--- src/rtl/clk_div_pkg.sv ---
// Shared divisor helpers for the multi-channel clock divider.
// Helpers work on a fixed 32-bit divisor type, so DIV_W may be at most 32.
package clk_div_pkg;

  localparam int          MAX_DIV_W = 32;
  localparam int unsigned MIN_DIV   = 2;

  typedef logic [MAX_DIV_W-1:0] div_t;
  typedef logic [MAX_DIV_W:0]   half_t;

  // Divisors below 2 cannot produce a square wave, so they are raised to 2.
  function automatic div_t clamp_div(input div_t d);
    return (d < div_t'(MIN_DIV)) ? div_t'(MIN_DIV) : d;
  endfunction

  // ceil(D/2), widened by one bit so the maximum divisor cannot overflow.
  function automatic half_t half_div(input div_t d);
    return (half_t'(d) + half_t'(1)) >> 1;
  endfunction

endpackage

--- src/rtl/clk_div_chan.sv ---
// One divider channel: period counter, active/pending divisor and registered
// clock/tick outputs. A pending divisor is applied only at a period boundary.
module clk_div_chan
  import clk_div_pkg::*;
#(
  parameter int DIV_W   = 16,
  parameter int DEF_DIV = 50000
) (
  input  logic             clk_in,
  input  logic             rst,
  input  logic             en,
  input  logic             load,
  input  logic [DIV_W-1:0] load_div,
  output logic             pending,
  output logic             clk_out,
  output logic             tick
);

  logic [DIV_W-1:0] cnt_p0;
  logic [DIV_W-1:0] div_act_p0;
  logic [DIV_W-1:0] div_pend_p0;
  logic             wrap_p0;
  logic             high_p0;
  logic             bound_p0;
  logic             clk_p1;
  logic             tick_p1;

  always_comb begin
    wrap_p0  = (cnt_p0 == div_act_p0 - DIV_W'(1));
    high_p0  = (half_t'(cnt_p0) < half_div(div_t'(div_act_p0)));
    bound_p0 = !en || wrap_p0;
  end

  // p0 -> p1: outputs register the counter state of the previous cycle
  always_ff @(posedge clk_in) begin
    if (rst) begin
      cnt_p0     <= '0;
      div_act_p0 <= DIV_W'(DEF_DIV);
      pending    <= 1'b0;
      clk_p1     <= 1'b0;
      tick_p1    <= 1'b0;
    end else begin
      clk_p1  <= en && high_p0;
      tick_p1 <= en && wrap_p0;
      if (bound_p0) begin
        cnt_p0 <= '0;
        if (pending) begin
          div_act_p0 <= div_pend_p0;
          pending    <= 1'b0;
        end
      end else begin
        cnt_p0 <= cnt_p0 + DIV_W'(1);
      end
      // A load is only offered while nothing is pending, so it never races the apply above.
      if (load) begin
        pending <= 1'b1;
      end
    end
  end

  always_ff @(posedge clk_in) begin
    if (load) begin
      div_pend_p0 <= DIV_W'(clamp_div(div_t'(load_div)));
    end
  end

  assign clk_out = clk_p1;
  assign tick    = tick_p1;

endmodule

--- src/rtl/clk_div_multi.sv ---
// CH independent programmable clock dividers sharing one config port.
// Out-of-range channel indices are acknowledged and discarded.
module clk_div_multi
  import clk_div_pkg::*;
#(
  parameter int  CH      = 4,
  parameter int  DIV_W   = 16,
  parameter int  DEF_DIV = 50000,
  localparam int CH_W    = (CH > 1) ? $clog2(CH) : 1
) (
  input  logic             clk_in,
  input  logic             rst,
  input  logic [CH-1:0]    en,
  input  logic             cfg_valid,
  output logic             cfg_ready,
  input  logic [CH_W-1:0]  cfg_ch,
  input  logic [DIV_W-1:0] cfg_div,
  output logic [CH-1:0]    cfg_pending,
  output logic [CH-1:0]    clk_out,
  output logic [CH-1:0]    tick
);

  logic [CH-1:0] load;

  always_comb begin
    cfg_ready = 1'b1;
    load      = '0;
    for (int i = 0; i < CH; i++) begin
      if (cfg_ch == CH_W'(i)) begin
        cfg_ready = !cfg_pending[i];
      end
    end
    for (int i = 0; i < CH; i++) begin
      load[i] = cfg_valid && cfg_ready && (cfg_ch == CH_W'(i));
    end
  end

  for (genvar g = 0; g < CH; g++) begin : g_chan
    clk_div_chan #(
      .DIV_W   (DIV_W),
      .DEF_DIV (DEF_DIV)
    ) u_chan (
      .clk_in   (clk_in),
      .rst      (rst),
      .en       (en[g]),
      .load     (load[g]),
      .load_div (cfg_div),
      .pending  (cfg_pending[g]),
      .clk_out  (clk_out[g]),
      .tick     (tick[g])
    );
  end

endmodule

--- config.mk ---
export PLATFORM = sky130hd
export DESIGN_NAME = clk_div_multi
export DESIGN_NICKNAME = d
export VERILOG_FILES = /design/src/rtl/clk_div_pkg.sv /design/src/rtl/clk_div_chan.sv /design/src/rtl/clk_div_multi.sv
export SDC_FILE = /design/constraint.sdc
export NUM_CORES = 1
export LEC_CHECK = 0
export CORE_ASPECT_RATIO = 1.25
export CORE_MARGIN = 4
export CORE_UTILIZATION = 25
export CTS_CLUSTER_DIAMETER = 100
export DETAILED_ROUTE_END_ITERATION = 10
export PLACE_DENSITY = 0.43
export SLEW_MARGIN = 25
export SYNTH_ARGS = -nofsm -noshare
export SYNTH_HDL_FRONTEND = slang
export SYNTH_SLANG_ARGS = --single-unit
--- constraint.sdc ---
create_clock -name clk_in -period 3.3 [get_ports clk_in]
set_input_delay 0.99 -clock clk_in [delete_from_list [all_inputs] [get_ports clk_in]]
set_output_delay 0.99 -clock clk_in [all_outputs]
set_load 0.005 [all_outputs]
==> summary.txt <==
Status
  • Status: finished clean

Critical path
  • Critical Path RT: 2.31 ns
  • CP endpoint: cfg_ready
  • Crit Path Max Fanout: 2
  • CP bufs+invs: 3
  • Slowest-stage cell, CP: clkdlybuf4s50_1
  • CP Class: in2out
  • CP Capture Type: primary output
  • Data arrival, critical path: 2.20 ns
  • Reg-to-Reg End: g_chan[0].u_chan.div_act_p0[13]$_SDFFE_PP0P_
  • Reg2Reg Depth: 10
  • Critical-path cell list: clkdlybuf4s50_1 -> mux4_2 -> inv_1 -> dlygate4sd2_1
  • CP startpoint kind: primary input
  • Stages on the worst setup path: 4
  • Critical Path Start: cfg_ch[0]
  • R2R Setup Slk: 0.29 ns
  • Delay-heaviest family, CP: buffers and inverters
  • Reg2Reg Launch Point: g_chan[0].u_chan.div_act_p0[0]$_SDFFE_PP0P_
  • Slowest stage delay, CP: 0.49 ns

Timing
  • Fin. max-slew vios: 0
  • Worst slew pin tran: 0.712 ns
  • RSZ-0062 raised after global routing: false
  • Max Clock Freq: 0.314 GHz
  • Slew headroom: 52.5%
  • Hold Violations, Final: 0
  • Min Tclk post-route: 3.19 ns
  • # setup viols final: 0
  • Share of the cycle needed by the critical path after routing: 96.6%
  • Clock Skew: 0.0115 ns

Power
  • Power Density: 384 nW/um^2
  • Total power: 5.71 mW
  • Leakage: 5.07 nW
  • Worst VDD drop: 0.352 mV

Clock tree
  • Setup Buffers After CTS: 0
  • Total clock sinks: 204
  • Hold buffer count at cts: 0
  • # H-tree levels: 1
  • Num CTS Buffers: 24
  • TritonCTS clock tree: done
  • Skew-Pair Late Insertion Delay: 0.54 ns
  • CTS clock-pin slew for the worst setup and hold paths: 0.07 ns
  • Maximum root-to-sink buffer count: 3
  • Root Driver: clkbuf_16

Floorplanning
  • Ports: 38
  • Die W: 211 um
  • Die area: 55200 um^2
  • # rows: 92
  • Die H: 262 um
  • Core area: 50600 um^2
  • Starting Density: 25.4%

Global route
  • Initial antenna violation count: 2
  • First-pass GRT wire length: 56900 um
  • Total track usage: 12.6%
  • Largest net degree at the start of global routing: 64
  • Total congestion overflow: 0
  • Vias in the first global route: 10400

Route
  • Drt first pass iters: 6
  • Routed vias: 10300
  • Avg WL per Cell: 16.2 um
  • Routed WL: 34700 um
  • DRC Markers: 0
  • DR iter-0 viols: 538
  • Drt via density: 4.81
  • Post-route ant nets: 0

Logic synthesis
  • Post-synth EDFFs: 64
  • Syn Nets: 1549
  • Post-synthesis sequential area ratio: 36.7%
  • Yosys Warn Count: 0
  • Yosys reg bits: 204
  • Syn_area_per_cell: 8.86 um^2
  • Post-Syn Area: 12900 um^2
  • Synth unique cells: 87
  • Top_reg_cell synth: dfxtp_1
  • Synth async-reset ratio: 0%
  • Syn Inst Count: 1452

Place
  • PortBufs: 37
  • Area post-placement: 14100 um^2
  • Gpl congestion: 0.792
  • Dpl hpwl: 25900 um

Layout
  • # nets final: 1558
  • Diodes inserted: 0
  • Fin area: 14900 um^2
  • Area Growth Syn to Fin: 15.5%
  • Layout cell share with drive strength beyond 1: 10.1%

Worst hold path
  • Worst min path class: reg2reg

Flow run
  • Max_cap viols: 0
==> logic make-up after synthesis <==
family,count (synthesis),synth area share (%)
and+or+nand+nor,590,23.4
xor gates and xnor gates,188,12.9
buffers and inverters,166,5.76
adders and majority gates,72,7.00
DFF,204,36.7
AOI/OAI and AO/OA,191,11.0
muxes,41,3.30
==> cell usage after synthesis, drive strengths merged, types with 8 or more instances <==
cell / count / area share, %
a211oi: 8 / 0.47
a21o: 29 / 1.7
a21oi: 23 / 1.1
a31oi: 20 / 0.97
and3: 20 / 0.97
buf: 40 / 2.1
clkbuf: 89 / 2.6
dfxtp: 140 / 22
edfxtp: 64 / 15
ha: 72 / 7.0
inv: 37 / 1.1
mux2i: 39 / 3.0
nand2: 120 / 3.5
nand2b: 16 / 0.78
nand3: 103 / 4.0
nand3b: 9 / 0.52
nand4: 40 / 2.0
nor2: 136 / 4.0
nor3: 63 / 2.5
nor4: 22 / 1.2
o21ai: 31 / 1.2
o311ai: 10 / 0.68
or3: 10 / 0.49
or4: 9 / 0.58
xnor2: 112 / 7.6
xor2: 75 / 5.1
==> power by group <==
part | switching, mW | internal [mW] | leakage (nW)
Sequential | 0.0510 | 2.64 | 1.72
Clock | 1.13 | 1.44 | 0.358
Combinational | 0.259 | 0.181 | 2.99
Total | 1.44 | 4.26 | 5.07
==> area by class of cell <==
cell class / count / area (um^2)
timing repair buffer: 112 / 963
inverter: 37 / 139
tap: 658 / 823
clock buffer: 28 / 657
sequential: 204 / 4720
multi-input combinational: 1082 / 7440
fill: 5411 / 35800
clock inverter: 16 / 116
==> worst min-delay path, cell delays in order (launching register included) <==
cell and delay [ns]:
edfxtp_1 0.32, nand3_1 0.06, nand3_1 0.07
==> stage by stage <==
step           instances  worst slack [ns]  utilization, %  TNS [ns]  hold WS, ns
2_1_floorplan       1452             0.420               -         0        0.454
3_3_place_gp        2093            -0.397            27.8    -0.397        0.483
3_5_place_dp        2093            -0.398            27.8    -0.398        0.476
4_1_cts             2137            0.0293            29.3         0        0.492
5_1_grt             2137            0.0278            29.3         0        0.520
6_report            2137             0.113            29.3         0        0.483
==> timing repair <==
| action | CTS | global route |
|---|---|---|
| resized for setup | 2 | 5 |
| pin swaps | 0 | 0 |
| setup endpoints to repair | 1 | 34 |
==> state kept, by name, summed over array words and instances (netlist names) <==
signal / count
g_chan.u_chan.div_act_p0: 64
g_chan.u_chan.tick: 4
g_chan.u_chan.cnt_p0: 64
g_chan.u_chan.pending: 4
g_chan.u_chan.div_pend_p0: 64
g_chan.u_chan.clk_out: 4
==> layer usage <==
layer,vias up,global-route usage (%),wire [um]
li1,5179,-,-
met1,4905,15.8,15400
met2,139,22.7,17400
met3,45,1.78,1170
met4,4,3.12,668
met5,-,0,26
==> worst min-delay path by stage <==
stage / start / endpoint / slack [ns] / depth (start not counted)
after floorplan: g_chan[3].u_chan.div_pend_p0[4]$_DFFE_PP_ / g_chan[3].u_chan.div_act_p0[4]$_SDFFE_PP1P_ / 0.45 / 2
after global placement: g_chan[3].u_chan.div_pend_p0[9]$_DFFE_PP_ / g_chan[3].u_chan.div_act_p0[9]$_SDFFE_PP1P_ / 0.48 / 2
after detailed placement: g_chan[3].u_chan.div_pend_p0[4]$_DFFE_PP_ / g_chan[3].u_chan.div_act_p0[4]$_SDFFE_PP1P_ / 0.48 / 2
after CTS: g_chan[3].u_chan.div_pend_p0[6]$_DFFE_PP_ / g_chan[3].u_chan.div_act_p0[6]$_SDFFE_PP1P_ / 0.49 / 2
after global routing: g_chan[3].u_chan.div_pend_p0[9]$_DFFE_PP_ / g_chan[3].u_chan.div_act_p0[9]$_SDFFE_PP1P_ / 0.52 / 2
final: g_chan[3].u_chan.div_pend_p0[4]$_DFFE_PP_ / g_chan[3].u_chan.div_act_p0[4]$_SDFFE_PP1P_ / 0.48 / 2
==> cell usage in the layout, fill, tap and decap left out, types with 25 or more instances in the layout <==
master           netlist  routed
a21o_1                28      28
buf_4                 15      72
clkbuf_16              0      25
clkdlybuf4s50_1        0      34
dfxtp_1              140     140
edfxtp_1              64      64
ha_1                  72      72
inv_1                 37      36
mux2i_1               39      39
nand2_1              120     120
nand3_1              103     103
nand4_1               39      39
nor2_1               136     136
nor3_1                61      59
xnor2_1              112     112
xor2_1                75      75
No activity file was read; power rests on OpenSTA's default activity.
